<file path="src/rtl/pipe_skid_reg_if.sv">
// Valid/ready stage-boundary bundle: upstream payload, downstream payload and flush.
// The master side feeds and drains the stage; the slave side is the stage itself.
interface pipe_skid_reg_if #(
   parameter int DATA_W = 96
);
   logic              in_valid;
   logic [DATA_W-1:0] in_data;
   logic              in_ready;
   logic              out_valid;
   logic [DATA_W-1:0] out_data;
   logic              out_ready;
   logic              flush;

   modport master (
      output in_valid, in_data, out_ready, flush,
      input  in_ready, out_valid, out_data
   );

   modport slave (
      input  in_valid, in_data, out_ready, flush,
      output in_ready, out_valid, out_data
   );
endinterface

</file>
<file path="src/rtl/pipe_skid_reg.sv">
// Pipeline stage register with a two-entry skid buffer, valid/ready handshake and flush.
// Optional stall/flush performance counters are built when PIPE_SKID_PERF_EN is defined.
module pipe_skid_reg #(
   parameter int                DATA_W       = 96,
   parameter logic [DATA_W-1:0] BUBBLE_VALUE = {64'd0, 32'h0000_0013},
   parameter int                CNT_W        = 16
) (
   input  logic                 clk,
   input  logic                 reset,
   pipe_skid_reg_if.slave       bus
`ifdef PIPE_SKID_PERF_EN
   ,
   output logic [CNT_W-1:0]     stall_cnt,
   output logic [CNT_W-1:0]     flush_cnt
`endif
);

   typedef enum logic [1:0] {
      EMPTY = 2'd0,
      ONE   = 2'd1,
      FULL  = 2'd2
   } state_t;

   state_t            state_r;
   state_t            state_s;
   logic [DATA_W-1:0] main_r;
   logic [DATA_W-1:0] skid_r;
   logic              in_ready_s;
   logic              out_valid_s;
   logic [DATA_W-1:0] out_data_s;
   logic              accept_s;
   logic              drain_s;

   assign accept_s      = bus.in_valid && in_ready_s;
   assign drain_s       = out_valid_s && bus.out_ready;
   assign bus.in_ready  = in_ready_s;
   assign bus.out_valid = out_valid_s;
   assign bus.out_data  = out_data_s;

   // State register
   always_ff @(posedge clk or negedge reset) begin
      if (!reset) begin
         state_r <= EMPTY;
      end else begin
         state_r <= state_s;
      end
   end

   // Next-state logic; flush overrides any accept or drain
   always_comb begin
      state_s = state_r;
      if (bus.flush) begin
         state_s = EMPTY;
      end else begin
         case (state_r)
            EMPTY: begin
               if (accept_s) begin
                  state_s = ONE;
               end else begin
                  state_s = EMPTY;
               end
            end
            ONE: begin
               if (accept_s && !drain_s) begin
                  state_s = FULL;
               end else if (!accept_s && drain_s) begin
                  state_s = EMPTY;
               end else begin
                  state_s = ONE;
               end
            end
            FULL: begin
               if (drain_s) begin
                  state_s = ONE;
               end else begin
                  state_s = FULL;
               end
            end
            default: begin
               state_s = EMPTY;
            end
         endcase
      end
   end

   // Output decode; in_ready depends only on registered state and reset
   always_comb begin
      in_ready_s  = 1'b0;
      out_valid_s = 1'b0;
      out_data_s  = BUBBLE_VALUE;
      case (state_r)
         EMPTY: begin
            in_ready_s = reset;
         end
         ONE: begin
            in_ready_s  = reset;
            out_valid_s = 1'b1;
            out_data_s  = main_r;
         end
         FULL: begin
            out_valid_s = 1'b1;
            out_data_s  = main_r;
         end
         default: begin
            in_ready_s  = 1'b0;
            out_valid_s = 1'b0;
            out_data_s  = BUBBLE_VALUE;
         end
      endcase
   end

   // Payload storage: written only on accept or skid-to-main transfer, never cleared on drain
   always_ff @(posedge clk or negedge reset) begin
      if (!reset) begin
         main_r <= BUBBLE_VALUE;
         skid_r <= BUBBLE_VALUE;
      end else if (!bus.flush) begin
         case (state_r)
            EMPTY: begin
               if (accept_s) main_r <= bus.in_data;
            end
            ONE: begin
               if (accept_s && drain_s) begin
                  main_r <= bus.in_data;
               end else if (accept_s) begin
                  skid_r <= bus.in_data;
               end
            end
            FULL: begin
               if (drain_s) main_r <= skid_r;
            end
            default: begin
               main_r <= main_r;
            end
         endcase
      end
   end

`ifdef PIPE_SKID_PERF_EN
   logic [CNT_W-1:0] stall_cnt_r;
   logic [CNT_W-1:0] flush_cnt_r;

   function automatic logic [CNT_W-1:0] sat_inc(input logic [CNT_W-1:0] v);
      if (v == {CNT_W{1'b1}}) begin
         return v;
      end else begin
         return v + {{(CNT_W-1){1'b0}}, 1'b1};
      end
   endfunction

   // Saturating counters: stalled output cycles, and flushes that killed live entries
   always_ff @(posedge clk or negedge reset) begin
      if (!reset) begin
         stall_cnt_r <= {CNT_W{1'b0}};
         flush_cnt_r <= {CNT_W{1'b0}};
      end else begin
         if (out_valid_s && !bus.out_ready) stall_cnt_r <= sat_inc(stall_cnt_r);
         if (bus.flush && (state_r != EMPTY)) flush_cnt_r <= sat_inc(flush_cnt_r);
      end
   end

   assign stall_cnt = stall_cnt_r;
   assign flush_cnt = flush_cnt_r;
`endif

endmodule

</file>
<file path="src/flat_wrapper.sv">
// flat-port wrapper written by rule: the top's interface ports become plain ports
module pipe_skid_reg_flat 
#(
   parameter int                DATA_W       = 96,
   parameter logic [DATA_W-1:0] BUBBLE_VALUE = {64'd0, 32'h0000_0013},
   parameter int                CNT_W        = 16
)
  (clk, reset, bus_in_valid, bus_in_data, bus_out_ready, bus_flush, bus_in_ready, bus_out_valid, bus_out_data);
  pipe_skid_reg_if #(.DATA_W(DATA_W)) bus_i ();
  input  logic clk;
  input  logic reset;
  input wire logic [$bits(bus_i.in_valid)-1:0] bus_in_valid;
  input wire logic [$bits(bus_i.in_data)-1:0] bus_in_data;
  input wire logic [$bits(bus_i.out_ready)-1:0] bus_out_ready;
  input wire logic [$bits(bus_i.flush)-1:0] bus_flush;
  output wire logic [$bits(bus_i.in_ready)-1:0] bus_in_ready;
  output wire logic [$bits(bus_i.out_valid)-1:0] bus_out_valid;
  output wire logic [$bits(bus_i.out_data)-1:0] bus_out_data;
  assign bus_i.in_valid = bus_in_valid;
  assign bus_i.in_data = bus_in_data;
  assign bus_i.out_ready = bus_out_ready;
  assign bus_i.flush = bus_flush;
  assign bus_in_ready = bus_i.in_ready;
  assign bus_out_valid = bus_i.out_valid;
  assign bus_out_data = bus_i.out_data;
  pipe_skid_reg #(.DATA_W(DATA_W), .BUBBLE_VALUE(BUBBLE_VALUE), .CNT_W(CNT_W)) u_core (.clk(clk), .reset(reset), .bus(bus_i));
endmodule
</file>
<file path="config.mk">
export PLATFORM = sky130hd
export DESIGN_NAME = pipe_skid_reg_flat
export DESIGN_NICKNAME = d
export VERILOG_FILES = /design/src/rtl/pipe_skid_reg_if.sv /design/src/rtl/pipe_skid_reg.sv /design/src/flat_wrapper.sv
export SDC_FILE = /design/constraint.sdc
export NUM_CORES = 1
export LEC_CHECK = 0
export CORE_ASPECT_RATIO = 0.8
export CORE_UTILIZATION = 51
export DETAILED_ROUTE_END_ITERATION = 8
export PLACE_DENSITY = 0.8
export SLEW_MARGIN = 20
export SYNTH_ARGS = -nofsm -noshare
export SYNTH_HDL_FRONTEND = slang
export SYNTH_SLANG_ARGS = --single-unit
</file>
<file path="constraint.sdc">
create_clock -name clk -period 3.45 [get_ports clk]
set_input_delay 0.69 -clock clk [delete_from_list [all_inputs] [get_ports clk]]
set_output_delay 0.69 -clock clk [all_outputs]
set_load 0.005 [all_outputs]
</file>
==> summary.md <==
| Metric | Value |
|---|---|
| Unique masters post-synth | 22 |
| Clk Latency, worst-skew pair | 0.43 ns |
| Die span in y | 121 um |
| Clock tree root driver cell | clkbuf_16 |
| Clock transition at path regs | 0.07 ns |
| Seq/Total Area, Yosys | 0.534 |
| Mean Syn Cell Area | 14.2 sq um |
| Shortest period the worst path allows | 3.17 ns |
| Kind of start point of the critical path | register |
| Remaining DRCs | 0 |
| CTS hold repair buffers | 0 |
| Die Footprint | 18400 sq um |
| Number of warnings reported in the yosys synthesis log | 0 |
| Overall routed net length | 19.2 mm |
| Placement Cell Area | 11400 sq um |
| Worst Path Class, Setup | reg2out |
| #FFs+latches synth | 194 |
| Core Area | 17400 sq um |
| Starting density of the core | 0.524 |
| Run status | finished, final reports clean |
| Count of clock tree sinks | 194 |
| Cell count after placement | 1036 |
| Antenna violations before repair | 1 |
| Routed via count divided by cell count | 5.31 |
| Number of gates given a new drive strength after cts | 0 |
| First-pass GRT wire length | 30.9 mm |
| Number of hold violations in the final report | 0 |
| X dimension of the die | 151 um |
| Leak Pwr | 0.00499 uW |
| Net count reported at finish | 938 |
| I/O pin count | 199 |
| Worst-margin pin slew | 0.666 ns |
| Fraction of layout cells with a size suffix above 1 | 0.373 |
| Global route overflow | 0 |
| 1st-iter DRT viols | 245 |
| Total negative slack | 0 ns |
| RSZ-0062 raised after global routing | no |
| Deepest clock path buffer count | 2 |
| MaxCap Viol Count | 0 |
| First-pass iteration count of the detailed router | 4 |
| Post-route cell area | 12100 sq um |
| Cell area after technology mapping | 9100 sq um |
| Max Clock Skew | 0.00570 ns |
| Max IR drop VDD | 0.000371 V |
| Total of buffers placed on input and output ports | 198 |
| Placer Congestion | 0.828 |
| P per Cell Area | 553 nW/um^2 |
| Top cells by area, synth | dfrtp_1, mux2_2, and2_1 |
| Via count | 5685 |
| Highest attainable clock frequency | 316 MHz |
| Total of endpoints with negative setup slack in the final report | 0 |
| Vias in the first global route | 6121 |
| Relative area change from synthesis to final layout | 32.5% |
| Crit path DAT | 2.48 ns |
| Number of instances in the synthesized netlist | 642 |
| Crit path required time | 2.76 ns |
| Clock tree from TritonCTS | yes |
| Net count after synthesis | 749 |
| Hold Crit Class | in2async |
| Area share of the largest cell type after synthesis | 0.517 |
| Placed wire-length estimate after detailed placement | 12.6 mm |
| Post-CTS setup buffers | 0 |
| Max-Slew Margin vs Limit | 0.556 |
| Total clock buffers created by CTS | 17 |
| Remaining antenna violation count after routing | 0 |
| Leading area contributor after synthesis | dfrtp_1 |
| Post-route insts no fill | 1070 |
| Final cycle utilization of the critical path | 0.918 |
| Top fanout value on the critical path | 69 |
| Largest net degree at the start of global routing | 196 |
| Row cnt | 43 |
| Endpoint class of the critical path | output port |
| Total global routing track utilization | 0.220 |
| Final Max Tran Viols | 0 |
| H-tree depth | 4 |
| Average wire per cell in the routed design | 17.9 um |
## per-stage QoR
step / setup WS (ns) / power, uW / util / hold slack, ns
floorplan: 0.830 / 3960 / - / 0.394
global route: 0.121 / 7020 / 0.694 / 0.277
CTS: 0.00513 / 6740 / 0.692 / 0.487
detailed placement: 0.357 / 4610 / 0.655 / 0.469
global placement: 0.410 / 4490 / 0.655 / 0.461
finish: 0.283 / 6670 / 0.694 / 0.272
## path summary, 6_finish.rpt
| check | startpoint | endpoint | slack, ns | depth (start not counted) |
|---|---|---|---|---|
| worst max-delay path | u_core.state_r[1] | bus_out_data[83] | 0.28 | 5 |
| worst min-delay path | reset | u_core.main_r[82] | 0.27 | 2 |
| worst max register to register | u_core.state_r[1] | u_core.skid_r[94] | 0.50 | 9 |
| worst min register to register | u_core.main_r[88] | u_core.main_r[88] | 0.48 | 1 |
| max in group asynchronous | reset | u_core.skid_r[31] | 2.23 | 3 |
| min in group clk | u_core.main_r[88] | u_core.main_r[88] | 0.48 | 1 |
## cells by family after synthesis
| logic type | after synthesis | synth area share |
|---|---|---|
| buf+inv | 44 | 0.0235 |
| flops | 194 | 0.534 |
| mux | 288 | 0.356 |
| compound gates | 5 | 0.00578 |
| simple gates | 105 | 0.0719 |
| fa+ha+maj | 6 | 0.00825 |
## layout make-up
| class | count | area, sq um |
|---|---|---|
| Tap cell | 225 | 282 |
| Sequential cell | 194 | 4860 |
| Fill cell | 1183 | 5320 |
| Clock inverter | 14 | 201 |
| Timing Repair Buffer | 211 | 2220 |
| Antenna cell | 1 | 2.50 |
| Clock buffer | 18 | 429 |
| Multi-Input combinational cell | 404 | 4060 |
| Inverter | 3 | 11.3 |
## routing by layer
metal  up-vias  track usage  wire length (um)
met3        37       0.0485               785
li1       2607            -                 -
met5         -            0                 0
met1      2903        0.271              8190
met2       138        0.369              9660
met4         0       0.0969               563
## synth_stat cells (all sizes together)
cell and count:
nand3 1, nor2b 2, o21a 1, or2 1, nand2 2, buf 22
inv 3, dfstp 6, a21oi 2, nor3b 1, and2 94, dfrtp 188
mux2 288, nand2b 3, ha 6, nor2 1, a22oi 1, a2111oi 1
clkbuf 19
## power breakdown
group          total (uW)  internal (uW)  switching [uW]  leakage [uW]
Combinational        1330            893             442       0.00233
Sequential           3230           2930             299       0.00236
Clock                2110           1230             884      0.000296
Total                6670           5050            1630       0.00499
## critical path: stages (launching register included)
cell	delay (ns)
dfrtp_1	0.43
inv_1	0.11
ha_4	0.48
buf_12	0.31
and2_1	0.17
clkdlybuf4s50_1	0.54
## registers in the layout, indices dropped and copies added (netlist names)
| signal | count |
|---|---|
| u_core.skid_r | 96 |
| u_core.main_r | 96 |
| u_core.state_r | 2 |
## cell usage in the layout (no fill, tap or decap), types with 2 or more instances in the layout
cell type	count
a21oi_1	2
and2_1	94
buf_12	9
buf_4	3
bufinv_16	4
clkbuf_16	17
clkdlybuf4s50_1	197
clkinvlp_4	4
dfrtp_1	188
dfstp_2	6
ha_1	4
ha_4	2
inv_1	3
inv_6	4
mux2_1	28
mux2_2	260
nand2_1	2
nand2b_1	3
nor2b_1	2
Note: power is estimated with default switching activity, not from simulation.
